[src/rtl/bn_slice_add_seq.sv]
// W = N*K bit adder/subtractor that reuses a single N-bit ripple-carry slice for K cycles,
// linking slices through a registered carry.
module bn_slice_add_seq #(
    parameter int unsigned N = 4,
    parameter int unsigned K = 4,
    localparam int unsigned W = N * K
) (
    input  logic         clk_i,
    input  logic         rst_i,
    input  logic         in_valid_i,
    output logic         in_ready_o,
    input  logic [W-1:0] a_i,
    input  logic [W-1:0] b_i,
    input  logic         sub_i,
    output logic [W-1:0] result_o,
    output logic         carry_out_o,
    output logic         overflow_o,
    output logic         out_valid_o,
    input  logic         out_ready_i
);

    localparam int unsigned IdxW = (K > 1) ? $clog2(K) : 1;
    localparam logic [IdxW-1:0] IdxLast = IdxW'(K - 1);

    typedef enum logic [1:0] {StIdle, StRun, StDone} state_e;

    state_e          state_q, state_d;
    logic [W-1:0]    a_q, a_d;
    logic [W-1:0]    b_q, b_d;
    logic [W-1:0]    result_q, result_d;
    logic [IdxW-1:0] idx_q, idx_d;
    logic            carry_q, carry_d;
    logic            cout_q, cout_d;
    logic            ovf_q, ovf_d;

    logic [N-1:0]    a_sl, b_sl, sum;
    logic [N:0]      carry;

    // The one and only adder: N chained full-adder cells fed by the registered carry.
    always_comb begin
        a_sl     = a_q[idx_q * N +: N];
        b_sl     = b_q[idx_q * N +: N];
        carry    = '0;
        sum      = '0;
        carry[0] = carry_q;
        for (int i = 0; i < N; i++) begin
            sum[i]       = a_sl[i] ^ b_sl[i] ^ carry[i];
            carry[i + 1] = (a_sl[i] & b_sl[i]) | (carry[i] & (a_sl[i] ^ b_sl[i]));
        end
    end

    always_comb begin
        state_d  = state_q;
        a_d      = a_q;
        b_d      = b_q;
        result_d = result_q;
        idx_d    = idx_q;
        carry_d  = carry_q;
        cout_d   = cout_q;
        ovf_d    = ovf_q;
        unique case (state_q)
            StIdle: begin
                if (in_valid_i) begin
                    a_d      = a_i;
                    b_d      = sub_i ? ~b_i : b_i;
                    carry_d  = sub_i;
                    idx_d    = '0;
                    result_d = '0;
                    cout_d   = 1'b0;
                    ovf_d    = 1'b0;
                    state_d  = StRun;
                end
            end
            StRun: begin
                result_d[idx_q * N +: N] = sum;
                carry_d                  = carry[N];
                if (idx_q == IdxLast) begin
                    cout_d  = carry[N];
                    // carry[N-1] is the carry into bit W-1 on the top slice
                    ovf_d   = carry[N] ^ carry[N-1];
                    idx_d   = '0;
                    state_d = StDone;
                end else begin
                    idx_d = idx_q + IdxW'(1);
                end
            end
            StDone: begin
                if (out_ready_i) begin
                    state_d = StIdle;
                end
            end
            default: state_d = StIdle;
        endcase
    end

    always_ff @(posedge clk_i or posedge rst_i) begin
        if (rst_i) begin
            state_q  <= StIdle;
            a_q      <= '0;
            b_q      <= '0;
            result_q <= '0;
            idx_q    <= '0;
            carry_q  <= 1'b0;
            cout_q   <= 1'b0;
            ovf_q    <= 1'b0;
        end else begin
            state_q  <= state_d;
            a_q      <= a_d;
            b_q      <= b_d;
            result_q <= result_d;
            idx_q    <= idx_d;
            carry_q  <= carry_d;
            cout_q   <= cout_d;
            ovf_q    <= ovf_d;
        end
    end

    assign in_ready_o  = (state_q == StIdle);
    assign out_valid_o = (state_q == StDone);
    assign result_o    = result_q;
    assign carry_out_o = cout_q;
    assign overflow_o  = ovf_q;

endmodule

[config.mk]
export PLATFORM = sky130hd
export DESIGN_NAME = bn_slice_add_seq
export DESIGN_NICKNAME = d
export VERILOG_FILES = /design/src/rtl/bn_slice_add_seq.sv
export SDC_FILE = /design/constraint.sdc
export NUM_CORES = 1
export LEC_CHECK = 0
export ABC_AREA = 1
export CORE_AREA = 2 2 93 95
export CTS_BUF_LIST = sky130_fd_sc_hd__clkbuf_2
export CTS_CLUSTER_SIZE = 10
export DETAILED_ROUTE_END_ITERATION = 7
export DIE_AREA = 0 0 95 97
export GPL_TIMING_DRIVEN = 1
export HOLD_SLACK_MARGIN = 0.02
export PLACE_DENSITY = 0.54
export SLEW_MARGIN = 20
export SYNTH_ARGS = -nofsm -noshare
export SYNTH_HDL_FRONTEND = slang
export SYNTH_SLANG_ARGS = --single-unit
export TNS_END_PERCENT = 30
[constraint.sdc]
create_clock -name clk_i -period 6.65 [get_ports clk_i]
set_input_delay 1.33 -clock clk_i [delete_from_list [all_inputs] [get_ports clk_i]]
set_output_delay 1.33 -clock clk_i [all_outputs]
set_load 0.01 [all_outputs]
Word level (Yosys, flattened, before mapping) --
Index checks and enable logic that the tools add are counted.
Word-level totals: flip-flop bits (word level) 55, bits of input ports 37, output and inout port bits 20
Operators by class: $add $sub $neg 2, equal/unequal tests 6, shift-type cells 4, muxes and demuxes 18, bitwise operators 22, reductions and logical operators 6
Operators with widths (number):
- negator 4 -> 34 bit | 1
- variable shift 4 x 34 -> 16 bit, first input constant | 1
- indexed part select 4 x 34 -> 16 bit | 1
- 2-to-1 mux 16 bit | 2
- one-hot mux 16 bit (2 select lines) | 1
- indexed part select 16 x 5 -> 4 bit | 2
- bitwise mux 16 bit | 1
- inverter 16 bit | 1
- 2-to-1 mux 2 bit | 5
- bitwise XOR 1 bit | 9
- AND 1 bit | 8
- one-hot mux 1 bit (2 select lines) | 3
- one-hot mux 2 bit (3 select lines) | 1
- AND reduction 3 bit | 2
- equality test 2 bit, second input constant | 2
- 2-to-1 mux 1 bit | 4
- inequality test 2 bit, second input constant | 2
- OR 1 bit | 4
- one-hot mux 2 bit (2 select lines) | 1
- AND reduction 2 bit | 2
- adder 2 x 1 -> 2 bit, second input constant | 1
- equality test 2 x 1 -> 1 bit, second input constant | 1
- logical NOT 2 bit | 1
- inequality test 2 x 1 -> 1 bit, second input constant | 1
- nonzero test 2 bit | 1

Longest topological paths before layout --
Gate-level depths: netlist of run 1.
depth in word-level cells 13, mapped depth 18

Worst setup path before layout of run 1 --
OpenSTA, ideal clock, no wires.
kind reg-to-reg, start reg idx_q[0], end reg result_q[15] (netlist: result_o[15]), library setup time 0.126 ns, arrival 2.702 ns, required time 6.524 ns, path slack 3.822 ns, stages on the path, launching flop included 17, path buffers 1, path through dfrtp_1 inv_1 clkbuf_1 nand2_1 nand3_1 nand2_1 fa_1 inv_1 fa_1 inv_1 fa_1 inv_1 fa_1 inv_1 nor2_1 nand2_1 o21ai_0
Between the ends: word-level cells in the longest chain between the ends 12, elaborated cells between the ends (all ways) 24, classes of those cells add/sub: 1; shift: 4; mux: 2; bitwise: 17
RTL lines:
- from (decl) | line 31 | logic [IdxW-1:0] idx_q, idx_d;
- from (signal assigned) | line 111 | idx_q <= idx_d;
- indexed part select 16 x 5 -> 4 bit, on equally long branches | line 41, 42
- bitwise XOR 1 bit | line 47, 48
- AND 1 bit | line 48 | carry[i + 1] = (a_sl[i] & b_sl[i]) | (carry[i] & (a_sl[i] ^ b_sl[i]));
- OR 1 bit | line 48
- AND 1 bit | line 48
- OR 1 bit | line 48
- AND 1 bit | line 48
- OR 1 bit | line 48
- bitwise XOR 1 bit | line 47 | sum[i] = a_sl[i] ^ b_sl[i] ^ carry[i];
- indexed part select 4 x 34 -> 16 bit | line 75 | result_d[idx_q * N +: N] = sum;
- bitwise mux 16 bit (*) | line 75
- one-hot mux 16 bit (2 select lines) (*) | line 61 | unique case (state_q)
- to (signal assigned) | line 110 | result_q <= result_d;
- to (decl) | line 30 | logic [W-1:0] result_q, result_d;
Every way passes the cells marked *; elsewhere a longest branch is shown, timed or not. A chain may end at the register's enable or synchronous reset.

Final worst setup path of run 1 --
Ends and elaborated chain as after synthesis.

==> results of run 1 <==
==> sequential cells by signal, summed over array words and instances, names as in the netlist <==
name,count
a_q,16
b_q,16
carry_out_o,1
carry_q,1
idx_q,2
overflow_o,1
result_o,16
state_q,2
==> final cells by class <==
class	instances	area [µm²]	area share (%)
Timing Repair Buffer	57	568	16.7
Sequential cell	55	1380	40.5
Clock buffer	6	30.0	0.885
Tap cell	105	131	3.87
Inverter	19	73.8	2.17
Multi-Input combinational cell	240	1210	35.6
Clock inverter	2	7.51	0.221
==> tightest hold or removal path, delay by kind of cell (launching register included) <==
kind	cells	cell delay [ns]
DFF	1	0.40
and+or+nand+nor	2	0.11
==> per-layer routing <==
metal  up-vias  global-route usage (%)  routed length [µm]
met5         -                       0                   0
met4         0                    3.34                  70
met3         5                    2.88                 230
met2        47                    21.0                2720
met1      1012                    19.9                2800
li1       1140                       -                   -
==> cell families after synthesis <==
family / Yosys count / share of synthesized area, %
and+or+nand+nor: 162 / 23.5
DFF: 55 / 49.6
AOI/OAI and AO/OA: 53 / 9.61
buffers and inverters: 36 / 7.04
xor gates and xnor gates: 16 / 5.05
adders and majority gates: 9 / 5.14
==> worst paths after layout <==
path                             from            to  slack, ns  cells after the start
setup / recovery             idx_q[0]  result_o[15]       2.98                     15
hold / removal             overflow_o    overflow_o       0.52                      2
setup reg to reg             idx_q[0]  result_o[15]       2.98                     15
hold reg to reg            overflow_o    overflow_o       0.52                      2
max in group asynchronous       rst_i       a_q[12]       4.85                      3
min in group asynchronous       rst_i      idx_q[1]       1.35                      3
==> cell usage after synthesis <==
| cell | count |
|---|---|
| inv_4 | 1 |
| buf_4 | 4 |
| buf_1 | 1 |
| clkbuf_1 | 3 |
| nand2_2 | 1 |
| nor2_4 | 1 |
| o22ai_1 | 1 |
| nand3_1 | 26 |
| ha_1 | 5 |
| fa_1 | 4 |
| dfrtp_1 | 55 |
| o21ai_1 | 7 |
| inv_1 | 18 |
| nand2_1 | 112 |
| o21ai_0 | 37 |
| nor2_1 | 21 |
| buf_6 | 5 |
| nor2_2 | 1 |
| a21oi_1 | 8 |
| xnor2_1 | 16 |
| buf_2 | 4 |
==> through the flow <==
step / power [mW] / hold slack (ns) / std cells / setup slack (ns) / area (µm²)
final: 1.46 / 0.517 / 484 / 2.98 / 3390
after detailed placement: 1.36 / 0.470 / 476 / 3.01 / 3350
after floorplan: 1.12 / 0.444 / 331 / 3.82 / 2770
after global routing: 1.63 / 0.547 / 484 / 2.57 / 3390
after global placement: 1.34 / 0.461 / 476 / 3.18 / 3350
after CTS: 1.48 / 0.522 / 484 / 2.94 / 3390
==> power breakdown <==
group	internal, mW	switching [mW]	total (mW)
Clock	0.0253	0.0987	0.124
Sequential	0.473	0.110	0.582
Combinational	0.303	0.448	0.751
==> flow_summary.yaml, run 1 <==
outcome:
  outcome: "completed"
timing:
  maxSlewViolCount: 0
  fin_crit_ns: 3.67
  skew_ns: 0.0200
  setup_tns_ns: 0
  setup_viol: 0
  rsz0062_at_grt: "false"
  worst_pin_slew_ns: 0.944
  relSlewSlack_pct: 36.8
  timing_hold_violations_final: 0
  post-route-period-util_pct: 55.2
  fmax_mhz: 273
clock_network:
  cts_setup_buffers: 0
  clock_sinks: 55
  ctsResizeCount: 0
  clk_pin_slew_ns: 0.26
  cts_root_buffer: "clkbuf_2"
  htree_num_levels: 2
  numCtsBuffers: 5
  clk_latency_ns: 0.44
  clock_path_buffers: 2
  postCtsHoldBufs: 0
  cts_tree: "done"
detailed_routing:
  drt_iter0_drc: 110
  vias_per_cell: 4.55
  ant_nets: 0
  finalWirelength_um: 5810
  drt_pre_antenna_iters: 4
  drc_errors: 0
  wl_per_cell_um: 12.0
  vias: 2204
cells_and_area:
  layout_common_cells: "nand2_1 (112), clkdlybuf4s50_1 (56), dfrtp_1 (55)"
  area_growth_pct: 22.4
  post-route-util_pct: 41.7
  fin_nets: 424
  layout_commonest_cell: "nand2_1"
  drive_above_1_share_pct: 3.17
  fillers: 853
  antenna_cells: 0
synth:
  synth.yosys.warnings: 0
  syn_nets: 377
  synth_area_leaders: "dfrtp_1 (50%), nand2_1 (15%), o21ai_0 (6.7%)"
  synth-seq-cells: 55
  syn_inst: 331
  synth_area_per_cell_um2: 8.38
  ys_types: 21
  synth_area_um2: 2770
  synth_top_area_share_pct: 49.6
  synth_largest_area_cell: "dfrtp_1"
  yosysSeqAreaShare_pct: 49.6
setup_path:
  crit_chain: "inv_1, nand2_1, a21oi_1, nor2_1, fa_1, inv_1, fa_1, inv_1, fa_1, inv_1, fa_1, inv_1, nor2_1, nand2_1, o21ai_0"
  cpMostUsedCell: "inv_1"
  cpLargestDelayFamily: "adder cells"
  critical_path_class: "reg2reg"
  setup.worst_path.start_class: "flop"
  critical-path-slowest-cell: "dfrtp_1"
  critPathMaxFanout: 25
  required_ns: 7.03
  arrival_ns: 4.04
  cp_num_buf_inv: 5
  crit_path_end_kind: "flop"
  cp_slowest_stage_delay_ns: 0.88
floorplan:
  fp.dieH_um: 97
  io_pins: 57
  start_util_pct: 34.1
  die-area_um2: 9220
  core_area_um2: 8130
  die_x_um: 95
  rows: 33
placed_design:
  globalplace.congestion: 0.813
  port_buffers: 56
  hpwlAfterDp_um: 4240
power:
  power_density_nw_per_um2: 429
  leakage_nw: 1.57
  ir_worst_vdd_mv: 0.143
grt:
  grt_pass1_wl_um: 10200
  grt_start_max_net_pins: 66
  grt_usage_pct: 13.7
  grt_overflow: 0
  grt_pass1_vias: 2149
  antenna_found_initial: 0
job:
  maxCapViolCount: 0
worst_hold_path:
  hold_class: "reg2reg"
No activity file was read; power rests on OpenSTA's default activity.
==> run 2, diff against run 1 <==
==> constraint.sdc (replaced) <==
create_clock -name clk_i -period 3.4 [get_ports clk_i]
set_input_delay 0.68 -clock clk_i [delete_from_list [all_inputs] [get_ports clk_i]]
set_output_delay 0.68 -clock clk_i [all_outputs]
set_load 0.01 [all_outputs]
==> flow_summary.yaml, run 2 (synthesized netlist as in run 1, its figures left out) <==
outcome:
  outcome: "completed"
power:
  power_density_nw_per_um2: 850
  ir_worst_vdd_mv: 0.276
  leakage_nw: 1.60
floorplan:
  die_x_um: 95
  rows: 33
  die-area_um2: 9220
  start_util_pct: 34.1
  core_area_um2: 8130
  io_pins: 57
  fp.dieH_um: 97
grt:
  grt_start_max_net_pins: 56
  antenna_found_initial: 0
  grt_pass1_vias: 2159
  grt_overflow: 0
  grt_usage_pct: 13.9
  grt_pass1_wl_um: 10200
detailed_routing:
  drt_pre_antenna_iters: 4
  ant_nets: 0
  drc_errors: 0
  vias_per_cell: 4.51
  wl_per_cell_um: 12.2
  finalWirelength_um: 5950
  vias: 2200
  drt_iter0_drc: 80
cells_and_area:
  antenna_cells: 0
  fillers: 857
  fin_nets: 428
  layout_commonest_cell: "nand2_1"
  drive_above_1_share_pct: 4.70
  layout_common_cells: "nand2_1 (112), clkdlybuf4s50_1 (56), dfrtp_1 (55)"
  fin_cells: 488
  area_growth_pct: 24.0
timing:
  setup_viol: 0
  timing_hold_violations_final: 0
  fin_crit_ns: 2.99
  post-route-period-util_pct: 88.0
  maxSlewViolCount: 0
  skew_ns: 0.0303
  fmax_mhz: 334
  rsz0062_at_grt: "false"
  worst_pin_slew_ns: 0.960
  setup_tns_ns: 0
  relSlewSlack_pct: 35.8
setup_path:
  r2r_slack_ns: 0.41
  worstSetupStartpoint: "idx_q[0]"
  critPathMaxFanout: 16
  r2r_cells: 15
  critical_path_class: "reg2reg"
  r2r_end: "result_o[15]"
  arrival_ns: 3.36
  crit_path_end_kind: "flop"
  worstReg2RegStart: "idx_q[0]"
  setup.worst_path.start_class: "flop"
  required_ns: 3.77
clock_network:
  postCtsHoldBufs: 0
  cts_root_buffer: "clkbuf_2"
  ctsResizeCount: 0
  htree_num_levels: 2
  cts_tree: "done"
  clock_path_buffers: 2
  clock_sinks: 55
  cts_setup_buffers: 0
  numCtsBuffers: 5
  clk_pin_slew_ns: 0.28
  clk_latency_ns: 0.44
placed_design:
  dp.cells: 480
  hpwlAfterDp_um: 4380
  globalplace.congestion: 0.895
  port_buffers: 56
worst_hold_path:
  hold_path.startpoint: "carry_out_o"
  hold_class: "reg2reg"
  min_to: "carry_out_o"
  min_delay_path_depth: 2
job:
  maxCapViolCount: 0
==> run 2: changes by cell type in the layout (fill, tap and decap cells not counted), sizes merged <==
cell / before / now
clkbuf: 6 / 5
inv: 19 / 20
buf: 1 / 5
==> run 2: how the worst max path moves through the flow <==
| stage | depth (start not counted) | slack (ns) | endpoint |
|---|---|---|---|
| 2_1_floorplan | 16 | 0.57 | result_o[15] |
| 3_3_place_gp | 15 | 0.51 | result_o[15] |
| 3_5_place_dp | 15 | 0.42 | result_o[15] |
| 4_1_cts | 15 | 0.38 | result_o[15] |
| 5_1_grt | 15 | 0.08 | result_o[15] |
| 6_report | 15 | 0.41 | result_o[15] |
==> run 2: worst max-delay path, cell delays in order (launching register included) <==
cell	delay [ns]
dfrtp_1	0.44
inv_1	0.35
nand2_1	0.10
a21oi_1	0.15
nor2_1	0.08
fa_1	0.35
inv_1	0.07
fa_1	0.17
inv_1	0.05
fa_1	0.37
inv_1	0.10
fa_1	0.41
inv_1	0.08
nor2_1	0.05
nand2_1	0.08
o21ai_0	0.09
==> run 2: power breakdown <==
| part | leakage [nW] | switching, mW | total [mW] | internal [mW] |
|---|---|---|---|---|
| clock | 0.0331 | 0.205 | 0.257 | 0.0516 |
| sequential | 0.706 | 0.165 | 1.09 | 0.926 |
| combinational | 0.858 | 0.953 | 1.58 | 0.623 |
==> run 2: area by class of cell <==
class	count	area, µm²	area share, %
flip-flops and latches	55	1380	40.0
inverters	19	73.8	2.15
multi-input cells	240	1200	35.0
well taps	105	131	3.82
repair buffers	61	611	17.8
clock buffers	5	25.0	0.728
clock inverters	3	18.8	0.546
==> run 2: through the flow <==
step           worst slack (ns)  cell area, µm²  util [%]  total power [mW]  hold WS [ns]
2_1_floorplan             0.572            2770         -              2.19         0.444
3_3_place_gp              0.513            3390      41.7              2.68         0.461
3_5_place_dp              0.419            3390      41.7              2.71         0.463
4_1_cts                   0.376            3440      42.3              2.97         0.520
5_1_grt                  0.0838            3440      42.3              3.24         0.523
6_report                  0.408            3440      42.3              2.92         0.518
==> run 2: layer usage <==
| metal | wire length, µm | part of all wire (%) | GRT usage, % |
|---|---|---|---|
| met1 | 2940 | 49 | 20.0 |
| met2 | 2710 | 45 | 21.5 |
| met3 | 252 | 4.2 | 3.04 |
| met4 | 58 | 0.97 | 3.01 |
| met5 | 0 | 0 | 0 |
